<file path="config.mk">
export PLATFORM = sky130hd
export DESIGN_NAME = ps2_kbd_ctrl_flat
export DESIGN_NICKNAME = d
export VERILOG_FILES = /design/src/rtl/ps2_kbd_pkg.sv /design/src/rtl/ps2_kbd_if.sv /design/src/rtl/ps2_kbd_ctrl_fifo.sv /design/src/rtl/ps2_kbd_ctrl.sv /design/src/flat_wrapper.sv
export SDC_FILE = /design/constraint.sdc
export NUM_CORES = 1
export LEC_CHECK = 0
export CAP_MARGIN = 20
export CORE_ASPECT_RATIO = 1.2
export CORE_MARGIN = 2
export CORE_UTILIZATION = 57
export DETAILED_ROUTE_END_ITERATION = 6
export PLACE_DENSITY = 0.89
export SYNTH_ARGS = -nofsm -noshare
export SYNTH_HDL_FRONTEND = slang
export SYNTH_SLANG_ARGS = --single-unit
</file>
<file path="constraint.sdc">
create_clock -name clk -period 7.7 [get_ports clk]
set_input_delay 0.77 -clock clk [delete_from_list [all_inputs] [get_ports clk]]
set_output_delay 0.77 -clock clk [all_outputs]
set_load 0.02 [all_outputs]
</file>
<file path="src/rtl/ps2_kbd_pkg.sv">
// Shared types and constants for the PS/2 keyboard controller.
package ps2_kbd_pkg;

  // Word offsets decoded from wb_adr_i[3:2]
  localparam logic [1:0] REG_DATA   = 2'd0;
  localparam logic [1:0] REG_STATUS = 2'd1;
  localparam logic [1:0] REG_CTRL   = 2'd2;

  // Scan-code prefixes
  localparam logic [7:0] SC_EXT = 8'hE0;
  localparam logic [7:0] SC_BRK = 8'hF0;

  // One decoded key event as stored in the FIFO
  typedef struct packed {
    logic       ext;
    logic       brk;
    logic [7:0] code;
  } kbd_evt_t;

  // PS/2 frame receiver states
  typedef enum logic [1:0] {
    ST_IDLE,
    ST_DATA,
    ST_PARITY,
    ST_STOP
  } frame_state_e;

endpackage

</file>
<file path="src/rtl/ps2_kbd_if.sv">
// Wishbone slave bus bundle for the PS/2 keyboard controller.
interface ps2_kbd_if;
  logic        wb_cyc_i;
  logic [31:0] wb_adr_i;
  logic [31:0] wb_dat_i;
  logic [3:0]  wb_sel_i;
  logic        wb_we_i;
  logic        wb_stb_i;
  logic [31:0] wb_dat_o;
  logic        wb_ack_o;
  logic        wb_err_o;

  modport slave (
    input  wb_cyc_i, wb_adr_i, wb_dat_i, wb_sel_i, wb_we_i, wb_stb_i,
    output wb_dat_o, wb_ack_o, wb_err_o
  );

  modport master (
    output wb_cyc_i, wb_adr_i, wb_dat_i, wb_sel_i, wb_we_i, wb_stb_i,
    input  wb_dat_o, wb_ack_o, wb_err_o
  );
endinterface

</file>
<file path="src/rtl/ps2_kbd_ctrl_fifo.sv">
// Synchronous event FIFO; pointers carry an extra wrap bit so full and
// empty are distinguishable without a separate counter.
module ps2_evt_fifo #(
  parameter int FIFO_DEPTH = 8,
  parameter int WIDTH      = 10,
  localparam int AW        = $clog2(FIFO_DEPTH)
) (
  input  logic             clk,
  input  logic             srst_i,
  input  logic             push_i,
  input  logic             pop_i,
  input  logic [WIDTH-1:0] din_i,
  output logic [WIDTH-1:0] dout_o,
  output logic             full_o,
  output logic             empty_o,
  output logic [AW:0]      count_o
);

  logic [WIDTH-1:0] mem_q [FIFO_DEPTH];
  logic [AW:0]      wr_ptr_q, rd_ptr_q;
  logic             do_push, do_pop;

  assign empty_o = (wr_ptr_q == rd_ptr_q);
  assign full_o  = (wr_ptr_q[AW] != rd_ptr_q[AW]) &&
                   (wr_ptr_q[AW-1:0] == rd_ptr_q[AW-1:0]);
  assign count_o = wr_ptr_q - rd_ptr_q;

  // A pop frees a slot in the same cycle, so a full FIFO still accepts a push then
  assign do_pop  = pop_i & ~empty_o;
  assign do_push = push_i & (~full_o | do_pop);

  // Head is read combinationally so the bus can register it with the ack
  assign dout_o = mem_q[rd_ptr_q[AW-1:0]];

  // Pointer update
  always_ff @(posedge clk) begin
    if (srst_i) begin
      wr_ptr_q <= '0;
      rd_ptr_q <= '0;
    end else begin
      if (do_push) wr_ptr_q <= wr_ptr_q + 1'b1;
      if (do_pop)  rd_ptr_q <= rd_ptr_q + 1'b1;
    end
  end

  // Storage write (no reset needed)
  always_ff @(posedge clk) begin
    if (do_push) mem_q[wr_ptr_q[AW-1:0]] <= din_i;
  end

endmodule

</file>
<file path="src/rtl/ps2_kbd_ctrl.sv">
// PS/2 keyboard controller: synchroniser, frame receiver, prefix decoder,
// event FIFO and Wishbone register slave, all in the clk domain.
module ps2_kbd_ctrl
  import ps2_kbd_pkg::*;
#(
  parameter int TIMEOUT_CYCLES = 5000,
  parameter int FIFO_DEPTH     = 8
) (
  input  logic      clk,
  input  logic      wb_rst_i,
  input  logic      PS2_CLK,
  input  logic      PS2_DATA,
  ps2_kbd_if.slave  wb,
  output logic      irq_o
);

  localparam int CW = $clog2(TIMEOUT_CYCLES);
  localparam int AW = $clog2(FIFO_DEPTH);
  localparam logic [CW-1:0] GAP_LAST = CW'(TIMEOUT_CYCLES - 1);

  // Synchroniser: lines idle high, so reset to 1 to avoid a false edge
  logic clk_s1_q, clk_s2_q, clk_prev_q, dat_s1_q, dat_s2_q, fall;
  always_ff @(posedge clk) begin
    if (wb_rst_i) begin
      {clk_s1_q, clk_s2_q, clk_prev_q, dat_s1_q, dat_s2_q} <= '1;
    end else begin
      clk_s1_q   <= PS2_CLK;
      clk_s2_q   <= clk_s1_q;
      clk_prev_q <= clk_s2_q;
      dat_s1_q   <= PS2_DATA;
      dat_s2_q   <= dat_s1_q;
    end
  end
  assign fall = clk_prev_q & ~clk_s2_q;

  frame_state_e state_q, state_d;
  logic [2:0]    bit_cnt_q, bit_cnt_d;
  logic [7:0]    shift_q, shift_d;
  logic          parity_q, parity_d;
  logic [CW-1:0] gap_q, gap_d;
  logic          byte_ok, byte_bad;
  logic          en_q, en_d, irq_en_q, irq_en_d, clr;

  // Frame receiver next state: advances on falling edges, aborts on a long gap
  always_comb begin
    state_d   = state_q;
    bit_cnt_d = bit_cnt_q;
    shift_d   = shift_q;
    parity_d  = parity_q;
    byte_ok   = 1'b0;
    byte_bad  = 1'b0;
    gap_d     = fall ? '0 : ((gap_q == GAP_LAST) ? gap_q : gap_q + CW'(1));
    if (!en_q) begin
      state_d = ST_IDLE;
    end else if (fall) begin
      case (state_q)
        ST_IDLE: if (!dat_s2_q) begin
          state_d   = ST_DATA;
          bit_cnt_d = 3'd0;
        end
        ST_DATA: begin
          shift_d   = {dat_s2_q, shift_q[7:1]};
          bit_cnt_d = bit_cnt_q + 3'd1;
          if (bit_cnt_q == 3'd7) state_d = ST_PARITY;
        end
        ST_PARITY: begin
          parity_d = dat_s2_q;
          state_d  = ST_STOP;
        end
        default: begin
          // Odd parity: data bits plus parity bit must hold an odd number of ones
          if (dat_s2_q && ((^shift_q) ^ parity_q)) byte_ok = 1'b1;
          else                                    byte_bad = 1'b1;
          state_d = ST_IDLE;
        end
      endcase
    end else if (state_q != ST_IDLE && gap_q == GAP_LAST) begin
      state_d = ST_IDLE;
    end
  end

  // Frame receiver registers
  always_ff @(posedge clk) begin
    if (wb_rst_i) begin
      state_q   <= ST_IDLE;
      bit_cnt_q <= '0;
      shift_q   <= '0;
      parity_q  <= 1'b0;
      gap_q     <= '0;
    end else begin
      state_q   <= state_d;
      bit_cnt_q <= bit_cnt_d;
      shift_q   <= shift_d;
      parity_q  <= parity_d;
      gap_q     <= gap_d;
    end
  end

  // Decoder: good byte is registered, then prefixes update ext/brk or an event is pushed
  logic       byte_vld_q, ext_q, brk_q, push;
  logic [7:0] byte_q;
  assign push = byte_vld_q && (byte_q != SC_EXT) && (byte_q != SC_BRK);
  always_ff @(posedge clk) begin
    if (wb_rst_i) begin
      byte_vld_q <= 1'b0;
      byte_q     <= '0;
      ext_q      <= 1'b0;
      brk_q      <= 1'b0;
    end else begin
      byte_vld_q <= byte_ok;
      byte_q     <= shift_q;
      if (byte_vld_q) begin
        if (byte_q == SC_EXT)      ext_q <= 1'b1;
        else if (byte_q == SC_BRK) brk_q <= 1'b1;
        else begin
          ext_q <= 1'b0;
          brk_q <= 1'b0;
        end
      end
    end
  end

  kbd_evt_t    evt_in, evt_out;
  logic        full, empty, pop;
  logic [AW:0] count;
  logic [3:0]  occ;
  assign evt_in = '{ext: ext_q, brk: brk_q, code: byte_q};
  assign occ    = 4'(count);

  ps2_evt_fifo #(.FIFO_DEPTH(FIFO_DEPTH), .WIDTH(10)) u_fifo (
    .clk(clk), .srst_i(wb_rst_i), .push_i(push), .pop_i(pop), .din_i(evt_in),
    .dout_o(evt_out), .full_o(full), .empty_o(empty), .count_o(count)
  );

  // Wishbone slave: one response per request, blocked while a response is out
  logic        ack_q, ack_d, err_q, err_d, pop_pend_q, pop_pend_d, req;
  logic [31:0] dat_q, dat_d;
  logic [1:0]  adr;
  logic        ovf_q, irq_q;
  logic [7:0]  err_cnt_q;
  assign req = wb.wb_cyc_i & wb.wb_stb_i & ~ack_q & ~err_q;
  assign adr = wb.wb_adr_i[3:2];
  assign pop = ack_q & pop_pend_q;

  // Bus decode: response, read data and CTRL updates
  always_comb begin
    ack_d      = 1'b0;
    err_d      = 1'b0;
    dat_d      = '0;
    pop_pend_d = 1'b0;
    en_d       = en_q;
    irq_en_d   = irq_en_q;
    clr        = 1'b0;
    if (req) begin
      if (adr == 2'd3) begin
        err_d = 1'b1;
      end else begin
        ack_d = 1'b1;
        if (!wb.wb_we_i) begin
          case (adr)
            REG_DATA: if (!empty) begin
              dat_d      = {1'b1, 21'b0, evt_out};
              pop_pend_d = 1'b1;
            end
            REG_STATUS: dat_d = {12'b0, occ, err_cnt_q, 5'b0, ovf_q, full, empty};
            REG_CTRL:   dat_d = {30'b0, irq_en_q, en_q};
            default:    dat_d = '0;
          endcase
        end else if (adr == REG_CTRL) begin
          en_d     = wb.wb_dat_i[0];
          irq_en_d = wb.wb_dat_i[1];
          clr      = wb.wb_dat_i[2];
        end
      end
    end
  end

  // Bus, control and status registers
  always_ff @(posedge clk) begin
    if (wb_rst_i) begin
      ack_q      <= 1'b0;
      err_q      <= 1'b0;
      dat_q      <= '0;
      pop_pend_q <= 1'b0;
      en_q       <= 1'b1;
      irq_en_q   <= 1'b0;
      ovf_q      <= 1'b0;
      err_cnt_q  <= '0;
      irq_q      <= 1'b0;
    end else begin
      ack_q      <= ack_d;
      err_q      <= err_d;
      dat_q      <= dat_d;
      pop_pend_q <= pop_pend_d;
      en_q       <= en_d;
      irq_en_q   <= irq_en_d;
      irq_q      <= irq_en_q & ~empty;
      if (clr)                            ovf_q <= 1'b0;
      else if (push && full && !pop)      ovf_q <= 1'b1;
      if (clr)                            err_cnt_q <= '0;
      else if (byte_bad && err_cnt_q != 8'hFF) err_cnt_q <= err_cnt_q + 8'd1;
    end
  end

  assign wb.wb_ack_o = ack_q;
  assign wb.wb_err_o = err_q;
  assign wb.wb_dat_o = dat_q;
  assign irq_o       = irq_q;

  logic unused_bits;
  assign unused_bits = ^{wb.wb_sel_i, wb.wb_adr_i[31:4], wb.wb_adr_i[1:0], wb.wb_dat_i[31:3]};

endmodule

</file>
<file path="src/flat_wrapper.sv">
// flat-port wrapper written by rule: the top's interface ports become plain ports
module ps2_kbd_ctrl_flat import ps2_kbd_pkg::*;
#(
  parameter int TIMEOUT_CYCLES = 5000,
  parameter int FIFO_DEPTH     = 8
)
  (clk, wb_rst_i, PS2_CLK, PS2_DATA, irq_o, wb_wb_cyc_i, wb_wb_adr_i, wb_wb_dat_i, wb_wb_sel_i, wb_wb_we_i, wb_wb_stb_i, wb_wb_dat_o, wb_wb_ack_o, wb_wb_err_o);
  ps2_kbd_if wb_i ();
  input  logic clk;
  input  logic wb_rst_i;
  input  logic PS2_CLK;
  input  logic PS2_DATA;
  output logic irq_o;
  input wire logic [$bits(wb_i.wb_cyc_i)-1:0] wb_wb_cyc_i;
  input wire logic [$bits(wb_i.wb_adr_i)-1:0] wb_wb_adr_i;
  input wire logic [$bits(wb_i.wb_dat_i)-1:0] wb_wb_dat_i;
  input wire logic [$bits(wb_i.wb_sel_i)-1:0] wb_wb_sel_i;
  input wire logic [$bits(wb_i.wb_we_i)-1:0] wb_wb_we_i;
  input wire logic [$bits(wb_i.wb_stb_i)-1:0] wb_wb_stb_i;
  output wire logic [$bits(wb_i.wb_dat_o)-1:0] wb_wb_dat_o;
  output wire logic [$bits(wb_i.wb_ack_o)-1:0] wb_wb_ack_o;
  output wire logic [$bits(wb_i.wb_err_o)-1:0] wb_wb_err_o;
  assign wb_i.wb_cyc_i = wb_wb_cyc_i;
  assign wb_i.wb_adr_i = wb_wb_adr_i;
  assign wb_i.wb_dat_i = wb_wb_dat_i;
  assign wb_i.wb_sel_i = wb_wb_sel_i;
  assign wb_i.wb_we_i = wb_wb_we_i;
  assign wb_i.wb_stb_i = wb_wb_stb_i;
  assign wb_wb_dat_o = wb_i.wb_dat_o;
  assign wb_wb_ack_o = wb_i.wb_ack_o;
  assign wb_wb_err_o = wb_i.wb_err_o;
  ps2_kbd_ctrl #(.TIMEOUT_CYCLES(TIMEOUT_CYCLES), .FIFO_DEPTH(FIFO_DEPTH)) u_core (.clk(clk), .wb_rst_i(wb_rst_i), .PS2_CLK(PS2_CLK), .PS2_DATA(PS2_DATA), .wb(wb_i), .irq_o(irq_o));
endmodule
</file>
* Word-level counts from Yosys, hierarchy flattened
Memories as Yosys holds them, arrays and structs flattened. A register that Yosys moved wholly into a read port is not among the register bits.
Cells that the tools add are included.
** Operators by class
- Add/subtract/negate cells :: 6
- Bitwise gates (word level) :: 21
- Muxes and demuxes :: 28
- Equality and inequality tests :: 19
- Reductions and logical operators :: 30
** Operators by type and width (number)
- 32-bit one-hot mux with 3 select lines :: 1
- 32-bit 2-to-1 mux :: 1
- 8-bit inequality test (second input constant) :: 3
- 1-bit 2-to-1 mux :: 17
- 8-bit == test (second input constant) :: 2
- 13-bit by 1-bit adder with 13-bit output (second input constant) :: 1
- 13-bit == test (second input constant) :: 1
- 1-bit NOT :: 11
- 3-bit 2-to-1 mux :: 3
- 3-bit AND reduction :: 3
- 4-bit by 1-bit adder with 4-bit output (second input constant) :: 2
- 8-bit by 1-bit adder with 8-bit output (second input constant) :: 1
- 1-bit AND :: 8
- 1-bit logical AND :: 8
- 2-bit 2-to-1 mux :: 4
- 4-bit AND reduction :: 2
- 2-bit OR reduction :: 4
- 8-bit parity :: 1
- 2-bit == test (second input constant) :: 3
- 3-bit inequality test (second input constant) :: 2
- 2-bit one-hot mux with 3 select lines :: 1
- 3-bit one-hot mux with 2 select lines :: 1
- 2-bit nonzero test :: 3
- 6-bit OR reduction :: 1
- 17 further kinds :: 20
** Storage, ports and cells
- Input bits :: 75
- Memories kept :: 1
- Output and inout port bits :: 35
- RAM bits :: 80
- Bits in registers :: 98
** Memories
- u_core.u_fifo.mem_q :: words 8, width 10, rd ports 1, clocked after memory_dff 1, write ports 1, RTL line ps2_kbd_ctrl_fifo.sv:19 : logic [WIDTH-1:0] mem_q [FIFO_DEPTH];

* Depth between registers and ports, before layout
- Depth after elaboration :: 8
- Depth in mapped cells :: 7

* Cells and area by module
A second synthesis with hierarchy kept.
** Second synthesis, totals
- Cells, all modules :: 532
- Area total of the unflattened synthesis :: 6830.3 um^2
** By module, submodules not included
- ps2_evt_fifo :: cells an instance 188, sequential area each 2622.5 um^2, area an instance 3612.2 um^2, instances 1
- ps2_kbd_ctrl :: cells an instance 344, sequential area each 1581.5 um^2, area an instance 3218.1 um^2, instances 1

* Worst setup path before layout
Ideal clock, no wire load.
- Kind :: flip-flop to flip-flop
- Start :: register u_core.u_fifo.wr_ptr_q[0]
- End :: memory u_core.u_fifo.mem_q[0][0], enable pin
- Library setup time :: 404 ps
- Data required time :: 7296 ps
- Setup slack :: 5011 ps
- Stages on the path, launching flop included :: 7
- Arrival time :: 2285 ps
- Path through :: dfxtp_1 > inv_1 > ha_1 > and3_1 > nand3_1 > nand2_1 > nor4_1
** Between the ends
- Longest elaborated chain between the ends :: 7
** Ends and longest elaborated chain
- start: declaration :: RTL line ps2_kbd_ctrl_fifo.sv:20 : logic [AW:0] wr_ptr_q, rd_ptr_q;
- start signal: assignment :: RTL line ps2_kbd_ctrl_fifo.sv:41 : if (do_push) wr_ptr_q <= wr_ptr_q + 1'b1;
- 4-bit == test / 3-bit == test (equally long branches) :: RTL line ps2_kbd_ctrl_fifo.sv:23, ps2_kbd_ctrl_fifo.sv:25
- 1-bit NOT / 1-bit logical AND (equally long branches) :: RTL line ps2_kbd_ctrl_fifo.sv:29, ps2_kbd_ctrl_fifo.sv:24
- 1-bit AND / 1-bit NOT (equally long branches) :: RTL line ps2_kbd_ctrl_fifo.sv:29, ps2_kbd_ctrl_fifo.sv:30
- 1-bit bitwise OR :: RTL line ps2_kbd_ctrl_fifo.sv:30 : assign do_push = push_i & (~full_o | do_pop);
- 1-bit AND :: RTL line ps2_kbd_ctrl_fifo.sv:30
- 1-bit 2-to-1 mux :: RTL line ps2_kbd_ctrl_fifo.sv:48 : if (do_push) mem_q[wr_ptr_q[AW-1:0]] <= din_i;
- 1-bit 2-to-1 mux (implied by the code) :: RTL line ps2_kbd_ctrl_fifo.sv:48
- end: declaration :: RTL line ps2_kbd_ctrl_fifo.sv:19
Parallel ways exist; a longest one is shown, timed or not.

* Final worst setup path
- Start :: register u_core.u_fifo.wr_ptr_q[0]
- End :: memory u_core.u_fifo.mem_q[4][6], enable pin
The elaborated chain is that of the path after synthesis.

==> flow_summary.ini <==
[global_routing]
grt_max_degree = 48
overflow = 0
grt_usage = 0.227
grt_pass1_wl_um = 21300
grt_pass1_vias = 4311
antenna_found_initial = 0

[routing]
vias_per_cell = 5.81
drc_errors = 0
drt.antenna.violating_nets = 0
drt-total-wl_um = 13700
drt_iter0_markers = 326
drtPass1Iterations = 5
vias = 4292
wl_per_cell_um = 18.6

[clocking]
cts_setup_buffers = 0
clk_pin_slew_ns = 0.06
cts_tree = done
cts_buffers = 17
ctsHtreeMaxLevel = 4
root_buffer = clkbuf_16
clk_latency_ns = 0.42
clk_path_buf_depth = 2
postCtsHoldBufs = 0
cts_sinks = 170
ctsResizeCount = 0

[synth]
syn_area_per_cell_um2 = 12.7
ys_ff_latch = 170
synth-edff-count = 80
yosysTopAreaCell = edfxtp_1
yosys.area_share.adder = 0.0271
syn_area_um2 = 6750
synth_compound_area_frac = 0.0577
synth.most_common_cell = dfxtp_1
synthTopCellsByArea = edfxtp_1 (36%), dfxtp_1 (27%), mux4_2 (6.0%)
synth_flop_cell = dfxtp_1
yosys.cell_types.count = 57
synth_mux_area_frac = 0.0903
yosysTopAreaCellShare = 0.356
synth_xor_area_frac = 0.0328
async_flop_share = 0
synth_top_family_by_area = simple AND/OR/NAND/NOR gates
synthSimpleGateAreaFrac = 0.139
synth_commonest_cells = dfxtp_1 (90), edfxtp_1 (80), nor2_1 (44), nand2_1 (36), a21oi_1 (29)
yosys_warnings = 0
synth_cells = 530
ys_seq_area_frac = 0.623

[timing]
min_period_over_period = 0.375
finalSetupViolations = 0
finalCriticalPeriod_ns = 2.89
fin_ws_ns = 4.81
slew_headroom = 0.272
max_freq_mhz = 346
hold_viol = 0
fin_worst_skew_ns = 0.0123
rsz0062_at_grt = false
drv_slew = 0
worst_pin_slew_ns = 1.09
setup_tns_ns = 0

[setup_path]
cp-start-kind = register
crit_path_end_kind = register
reg2reg_from = u_core.u_fifo.wr_ptr_q[0]$_SDFFE_PP0P_
cp_data_required_time_ns = 7.73
critical_path_class = register to register
path_max_fanout = 10
crit_start = u_core.u_fifo.wr_ptr_q[0]$_SDFFE_PP0P_
reg2reg_depth = 6
cp.arrival_ns = 2.92

[floorplanning]
die_y_um = 123
core_area_um2 = 11600
start_util = 0.583
fp.dieW_um = 103
num_io_pins = 110
die_area_um2 = 12700
core.rowCount = 43

[flow_run]
maxCapViolCount = 0

[power]
p_leak_uw = 0.00267
powerDensity_nw_per_um2 = 242
p_total_uw = 1920
ir_drop_uv = 153

[cells_and_area]
area_growth_pct = 17.2
layout.cells.non_filler = 739
drive_gt1_frac = 0.115
diodes = 0
nNetsFinal = 658

[place]
dp_slack_ns = 4.65
routabilityCongestion = 0.838
port_buffers = 35
dpl.cell_count = 706
dp_hpwl_um = 8500

[run_status]
status = finished, final reports clean

[worst_hold_path]
worstHoldStart = u_core.dat_s1_q$_SDFF_PP1_
hold_class = register to register
min_path_cells = 1
## cell type report
class	count	area (um2)
Clock inverter	11	216
Timing Repair Buffer	39	400
Tap cell	157	196
Fill cell	734	3660
Inverter	12	45.0
Sequential cell	170	4200
Clock buffer	21	440
Multi-Input combinational cell	329	2400
## where the power goes
| part | internal [uW] | switching [uW] | total (uW) |
|---|---|---|---|
| Sequential | 940 | 2.76 | 943 |
| Combinational | 11.2 | 19.0 | 30.2 |
| Clock | 609 | 333 | 942 |
| Total | 1560 | 355 | 1920 |
## state kept, by name, summed over array words and instances (netlist names), 2 cells and up, named ones only
| register | count |
|---|---|
| u_core.gap_q | 13 |
| u_core.shift_q | 8 |
| u_core.u_fifo.wr_ptr_q | 4 |
| u_core.u_fifo.mem_q | 80 |
| u_core.bit_cnt_q | 3 |
| u_core.state_q | 2 |
| u_core.err_cnt_q | 8 |
| u_core.wb.wb_dat_o | 21 |
| u_core.u_fifo.rd_ptr_q | 4 |
| u_core.byte_q | 8 |
## metrics by stage
stage | util | area [um2] | hold slack, ns
CTS | 0.681 | 7880 | 0.418
global placement | 0.624 | 7220 | 0.393
global route | 0.684 | 7910 | 0.432
detailed placement | 0.624 | 7220 | 0.403
floorplan | - | 6790 | 0.389
finish | 0.684 | 7910 | 0.416
## cells in the final DEF (no fill, tap or decap), types with 7 or more instances in the layout
master | netlist | routed
inv_1 | 10 | 10
nand4_1 | 8 | 8
dfxtp_1 | 90 | 90
nand2_1 | 36 | 36
nand3_1 | 17 | 17
mux2i_1 | 19 | 19
conb_1 | 1 | 11
nor2b_1 | 14 | 14
and2_1 | 8 | 8
a21oi_1 | 29 | 29
o21ai_1 | 9 | 9
xor2_1 | 7 | 7
nor2_1 | 44 | 44
edfxtp_1 | 80 | 80
clkdlybuf4s50_1 | 0 | 35
nor3_1 | 11 | 7
xnor2_1 | 13 | 13
mux4_2 | 18 | 18
or3_1 | 9 | 9
clkbuf_16 | 0 | 17
ha_1 | 13 | 13
## critical path, cell delays in order (launching register included)
cell and delay (ns):
dfxtp_1 0.47, inv_1 0.16, ha_1 0.35, and3_1 0.22
nand3_1 0.16, nand3_1 0.24, nor3_2 0.89
## layer usage
layer | vias to the layer above | track usage | wire, um
met2 | 158 | 0.420 | 7730
met4 | 0 | 0.0970 | 316
met3 | 33 | 0.0520 | 742
li1 | 1988 | - | -
met5 | - | 0 | 0
met1 | 2113 | 0.245 | 4930
## cell families (layout without fill, tap and decap cells)
logic type | count (synthesis) | in the layout
and+or+nand+nor | 180 | 180
DFF | 170 | 170
AOI/OAI and AO/OA | 64 | 64
buffers and inverters | 41 | 83
muxes | 38 | 38
xor gates and xnor gates | 22 | 22
adders and majority gates | 14 | 14
other | 1 | 11
## worst paths after layout
| check | endpoint | slack [ns] |
|---|---|---|
| setup / recovery | u_core.u_fifo.mem_q[4][6]$_DFFE_PP_ | 4.81 |
| hold / removal | u_core.dat_s2_q$_SDFF_PP1_ | 0.42 |
| setup reg to reg | u_core.u_fifo.mem_q[4][6]$_DFFE_PP_ | 4.81 |
| hold reg to reg | u_core.dat_s2_q$_SDFF_PP1_ | 0.42 |
Note: power is estimated with default switching activity, not from simulation.
